### src/rtl/pc_seq_ctrl.sv
// Next-PC sequencer: picks sequential / branch / trap source for the PC register,
// buffers one redirect seen during a stall and replaces illegal targets with TRAP_VEC.
module pc_seq_ctrl #(
  parameter int                XLEN         = 32,
  parameter logic [XLEN-1:0]   BOOT_ADDR    = 32'h0000_0000,
  parameter int                IT_RAM_DEPTH = 4096,
  parameter logic [XLEN-1:0]   TRAP_VEC     = 32'h0000_0040
) (
  input  logic            clk,
  input  logic            rst,
  input  logic [XLEN-1:0] pc_addr,
  input  logic            stall,
  input  logic            br_valid,
  input  logic [XLEN-1:0] br_target,
  input  logic            trap_valid,
  input  logic [XLEN-1:0] trap_target,
  output logic            pc_write_en,
  output logic [XLEN-1:0] pc_write_addr,
  output logic            flush,
  output logic            fetch_valid,
  output logic            fetch_fault
);

  localparam logic [XLEN-1:0] DEPTH_W = XLEN'(IT_RAM_DEPTH);
  localparam logic [XLEN-1:0] LIMIT   = BOOT_ADDR + DEPTH_W;
  localparam logic [XLEN-1:0] STEP    = XLEN'(4);

  typedef enum logic [1:0] {BOOT, RUN, HOLD} state_t;

  state_t          state, state_d;
  logic            pend_valid, pend_valid_d;
  logic            pend_trap, pend_trap_d;
  logic [XLEN-1:0] pend_target, pend_target_d;

  logic            live_valid;
  logic            live_wins;
  logic            sel_valid;
  logic            sel_trap;
  logic [XLEN-1:0] sel_target;
  logic [XLEN-1:0] seq_addr;

  // Offset form of the range check avoids a constant compare when BOOT_ADDR is 0.
  function automatic logic is_illegal(input logic [XLEN-1:0] t);
    return (t[1:0] != 2'b00) || ((t - BOOT_ADDR) >= DEPTH_W);
  endfunction

  always_ff @(posedge clk) begin
    if (rst) begin
      state       <= BOOT;
      pend_valid  <= 1'b0;
      pend_trap   <= 1'b0;
      pend_target <= '0;
    end else begin
      state       <= state_d;
      pend_valid  <= pend_valid_d;
      pend_trap   <= pend_trap_d;
      pend_target <= pend_target_d;
    end
  end

  // Live request beats the buffered one unless that would let a branch displace a trap.
  always_comb begin
    live_valid = trap_valid | br_valid;
    live_wins  = live_valid && (trap_valid || !pend_valid || !pend_trap);
    sel_valid  = live_valid | pend_valid;
    sel_trap   = live_wins ? trap_valid : pend_trap;
    if (live_wins) sel_target = trap_valid ? trap_target : br_target;
    else           sel_target = pend_target;
    seq_addr = pc_addr + STEP;
    if (seq_addr >= LIMIT) seq_addr = BOOT_ADDR;
  end

  always_comb begin
    state_d       = state;
    pend_valid_d  = pend_valid;
    pend_trap_d   = pend_trap;
    pend_target_d = pend_target;
    pc_write_en   = 1'b0;
    pc_write_addr = '0;
    flush         = 1'b0;
    fetch_valid   = 1'b0;
    fetch_fault   = 1'b0;

    case (state)
      BOOT: begin
        pc_write_en   = 1'b1;
        pc_write_addr = BOOT_ADDR;
        state_d       = RUN;
      end
      RUN, HOLD: begin
        fetch_valid = (state == RUN);
        if (stall) begin
          state_d       = HOLD;
          pend_valid_d  = sel_valid;
          pend_trap_d   = sel_trap;
          pend_target_d = sel_target;
        end else begin
          state_d       = RUN;
          pc_write_en   = 1'b1;
          pend_valid_d  = 1'b0;
          pend_trap_d   = 1'b0;
          pend_target_d = '0;
          if (sel_valid) begin
            flush = 1'b1;
            if (is_illegal(sel_target)) begin
              pc_write_addr = TRAP_VEC;
              fetch_fault   = 1'b1;
            end else begin
              pc_write_addr = sel_target;
            end
          end else begin
            pc_write_addr = seq_addr;
          end
        end
      end
      default: state_d = BOOT;
    endcase

    if (rst) begin
      pc_write_en   = 1'b0;
      pc_write_addr = '0;
      flush         = 1'b0;
      fetch_valid   = 1'b0;
      fetch_fault   = 1'b0;
    end
  end

endmodule

### config.mk
export PLATFORM = sky130hd
export DESIGN_NAME = pc_seq_ctrl
export DESIGN_NICKNAME = d
export VERILOG_FILES = /design/src/rtl/pc_seq_ctrl.sv
export SDC_FILE = /design/constraint.sdc
export NUM_CORES = 1
export LEC_CHECK = 0
export BUFFER_PORTS_ARGS = -buffer_cell sky130_fd_sc_hd__buf_2
export CAP_MARGIN = 10
export CORE_ASPECT_RATIO = 1.2
export CORE_MARGIN = 2
export CORE_UTILIZATION = 48
export CTS_BUF_LIST = sky130_fd_sc_hd__clkbuf_4
export DETAILED_ROUTE_END_ITERATION = 6
export GPL_ROUTABILITY_DRIVEN = 0
export HOLD_SLACK_MARGIN = 0.15
export MAX_ROUTING_LAYER = met4
export PLACE_DENSITY = 0.83
export SETUP_SLACK_MARGIN = 0.02
export SYNTH_ARGS = -nofsm -noshare
export SYNTH_HDL_FRONTEND = slang
export SYNTH_SLANG_ARGS = --single-unit
### constraint.sdc
create_clock -name clk -period 2.85 [get_ports clk]
set_clock_uncertainty 0.1 [all_clocks]
set_input_delay 0.285 -clock clk [delete_from_list [all_inputs] [get_ports clk]]
set_output_delay 0.285 -clock clk [all_outputs]
set_load 0.02 [all_outputs]
==> flow_summary.json <==
{
  "p_per_area_nw_per_um2": 314,
  "vdd_ir_drop_max_mv": 0.170,
  "grt_max_degree": 36,
  "drc": 0,
  "worstSetupEndpoint": "pc_write_addr[5]",
  "final_cell_mix": "buf_2 (103), nand2_1 (40), o21ai_0 (39)",
  "setup_ws_ns": -0.0281,
  "postSynth.asyncResetShare_pct": 0,
  "worst_ep_arrival_time_ns": 2.49,
  "p_leak_nw": 1.75,
  "num_vias": 3500,
  "reg2reg_depth": 7,
  "crit_path_end_kind": "output pin",
  "whs_path_depth": 3,
  "syn-cell-area_um2": 2840,
  "finalHoldViolations": 0,
  "period_share_pct": 101,
  "placed_area_um2": 3570,
  "initial_core_util_pct": 50.0,
  "place_ws_ns": -0.167,
  "clockBufferDepth": 2,
  "cp.required_ns": 2.47,
  "tightest_slew_ns": 0.799,
  "yosys_warnings": 0,
  "antenna_found_initial": 0,
  "r2r_end": "pend_target[17]$_SDFFE_PP0N_",
  "dpl.hpwl_um": 6640,
  "io_buffer_count": 116,
  "grt_pass1_wl_um": 13800,
  "wire_per_inst_um": 15.4,
  "grt_pass1_vias": 3145,
  "stdcell_area_um2": 3980,
  "hold_path.class": "input pin to flip-flop",
  "cts_tree": "yes",
  "timing.fmax_mhz": 347,
  "fin_nets": 630,
  "dr.pass1.iters": 5,
  "synth_top_area_share_pct": 25.4,
  "vias_per_cell": 5.79,
  "r2r-start": "state[0]$_SDFF_PP0_",
  "synthCells": 377,
  "cp-startpoint": "pc_addr[4]",
  "rrSetupSlack_ns": 0.50,
  "antenna_left": 0,
  "insertion_delay_ns": 0.34,
  "synth_edf_count": 0,
  "yosys-top-cells-area": "dfxtp_1 (25%), mux2i_1 (12%), o21ai_0 (7.2%)",
  "mostFrequentLayoutCell": "buf_2",
  "cts_buffers": 5,
  "area_delta_synth_final_pct": 40.2,
  "violations": "setup timing",
  "ys_ff_latch": 36,
  "io_pins": 137,
  "drt-initial-drc-count": 267,
  "rsz0062_at_grt": "yes",
  "worstSetupPathType": "input pin to output pin",
  "yosys.area.top_type": "dfxtp_1",
  "grt_usage_pct": 28.0,
  "syn_avg_cell_area_um2": 7.52,
  "core_um2": 5670,
  "maxSlewViolCount": 0,
  "dieArea_um2": 6540,
  "drv_cap": 0,
  "synth_cell_types": 53,
  "placed_cells": 581,
  "ys.flop_type": "dfxtp_1",
  "clk_pin_slew_ns": 0.10,
  "total_power_w": 0.00125,
  "rows": 30,
  "clock-sinks": 36,
  "grt.overflow.total": 0,
  "startpoint_type": "input pin",
  "root_buffer": "clkbuf_4",
  "status": "finished, violations left",
  "drive_above_1_share_pct": 33.9,
  "wirelength_um": 9300,
  "crit_fanout": 7,
  "htree_levels": 2,
  "period_minus_slack_ns": 2.88,
  "max-slew-margin-rel_pct": 46.5,
  "final-setup-viol-count": 5,
  "fp.dieH_um": 88.2,
  "die_w_um": 74.2,
  "num-fill-cells": 451,
  "final_cells": 605,
  "insertedDiodeCount": 0,
  "ys_seq_area_share_pct": 25.4
}
## flip-flops by register name, summed over array words and instances (netlist names)
register     count
pend_valid       1
pend_trap        1
state            2
pend_target     32
## stage by stage
stage	setup TNS, ns	util [%]	hold WS [ns]
global route	-1.16	70.2	0.177
detailed placement	-1.61	63.0	0.344
finish	-0.0782	70.2	0.164
global placement	-1.00	63.0	0.332
CTS	0	67.5	0.155
floorplan	-0.763	-	0.320
## critical path, cell delays in order
cell     delay, ns
buf_2         0.12
nand4_1       0.13
buf_4         0.18
nor3_1        0.16
buf_4         0.17
a32oi_1       0.12
a211o_1       0.36
nor4_4        0.34
a31oi_4       0.22
nor3_1        0.20
buf_2         0.19
## metal layers
metal | track usage [%] | vias up | part of all wire (%)
met5 | - | - | 0
met4 | 13.7 | 0 | 4.4
met3 | 5.87 | 55 | 7.4
met2 | 48.8 | 217 | 52
met1 | 29.5 | 1576 | 37
li1 | - | 1652 | -
## synthesized netlist by cell type, types with 3 or more instances
master / instances
a22oi_1: 4
or3_1: 5
a211oi_1: 4
buf_4: 20
nor2_1: 22
nand2_1: 40
and3_1: 8
xor2_1: 7
o21ai_0: 41
buf_1: 3
a211o_1: 3
nor4_1: 15
nand3_1: 14
a22o_1: 4
mux2i_1: 35
xnor2_1: 5
ha_1: 4
clkbuf_1: 10
nor3_1: 26
nand4_1: 13
inv_1: 6
a21oi_1: 11
dfxtp_1: 36
## worst min path at each step
stage | slack, ns | end | from
2_1_floorplan | 0.32 | pend_target[15]$_SDFFE_PP0N_ | pend_target[15]$_SDFFE_PP0N_
3_3_place_gp | 0.33 | pend_target[15]$_SDFFE_PP0N_ | pend_target[15]$_SDFFE_PP0N_
3_5_place_dp | 0.34 | pend_target[28]$_SDFFE_PP0N_ | pend_target[28]$_SDFFE_PP0N_
4_1_cts | 0.16 | pend_target[16]$_SDFFE_PP0N_ | br_target[16]
5_1_grt | 0.18 | pend_target[29]$_SDFFE_PP0N_ | br_target[29]
6_report | 0.16 | pend_target[29]$_SDFFE_PP0N_ | br_target[29]
## cells by family (layout without fill, tap and decap cells)
kind of cell	after synthesis	in the layout	synth area share, %
mux	35	35	12.4
flops	36	36	25.4
buf+inv	42	171	8.34
fa+ha+maj	4	4	1.77
simple gates	164	164	30.1
other cells	1	20	0.132
xor+xnor	12	12	3.71
compound gates	83	83	18.1
## power breakdown
part           internal [W]  leakage [nW]  switching (W)
clock             0.0000860        0.0261       0.000165
combinational      0.000190          1.43       0.000250
sequential         0.000536         0.293      0.0000194
## final cells by class
type                    count  area [um^2]  share of cell area, %
flip-flops and latches     36          721                   18.1
clock buffers               5         37.5                  0.944
repair buffers            158         1000                   25.1
multi-input cells         318         2090                   52.5
clock inverters             2         7.51                  0.189
well taps                  80          100                   2.52
inverters                   6         22.5                  0.566
## repair_timing
item / CTS / global route
pin swaps: 5 / 16
hold endpoints to repair: 8 / 0
gates resized for setup: 13 / 36
buffers inserted: 2 / 2
gates cloned: 0 / 0
hold buffers: 13 / 0
setup endpoints to repair: 12 / 12
No activity file was read; power rests on OpenSTA's default activity.
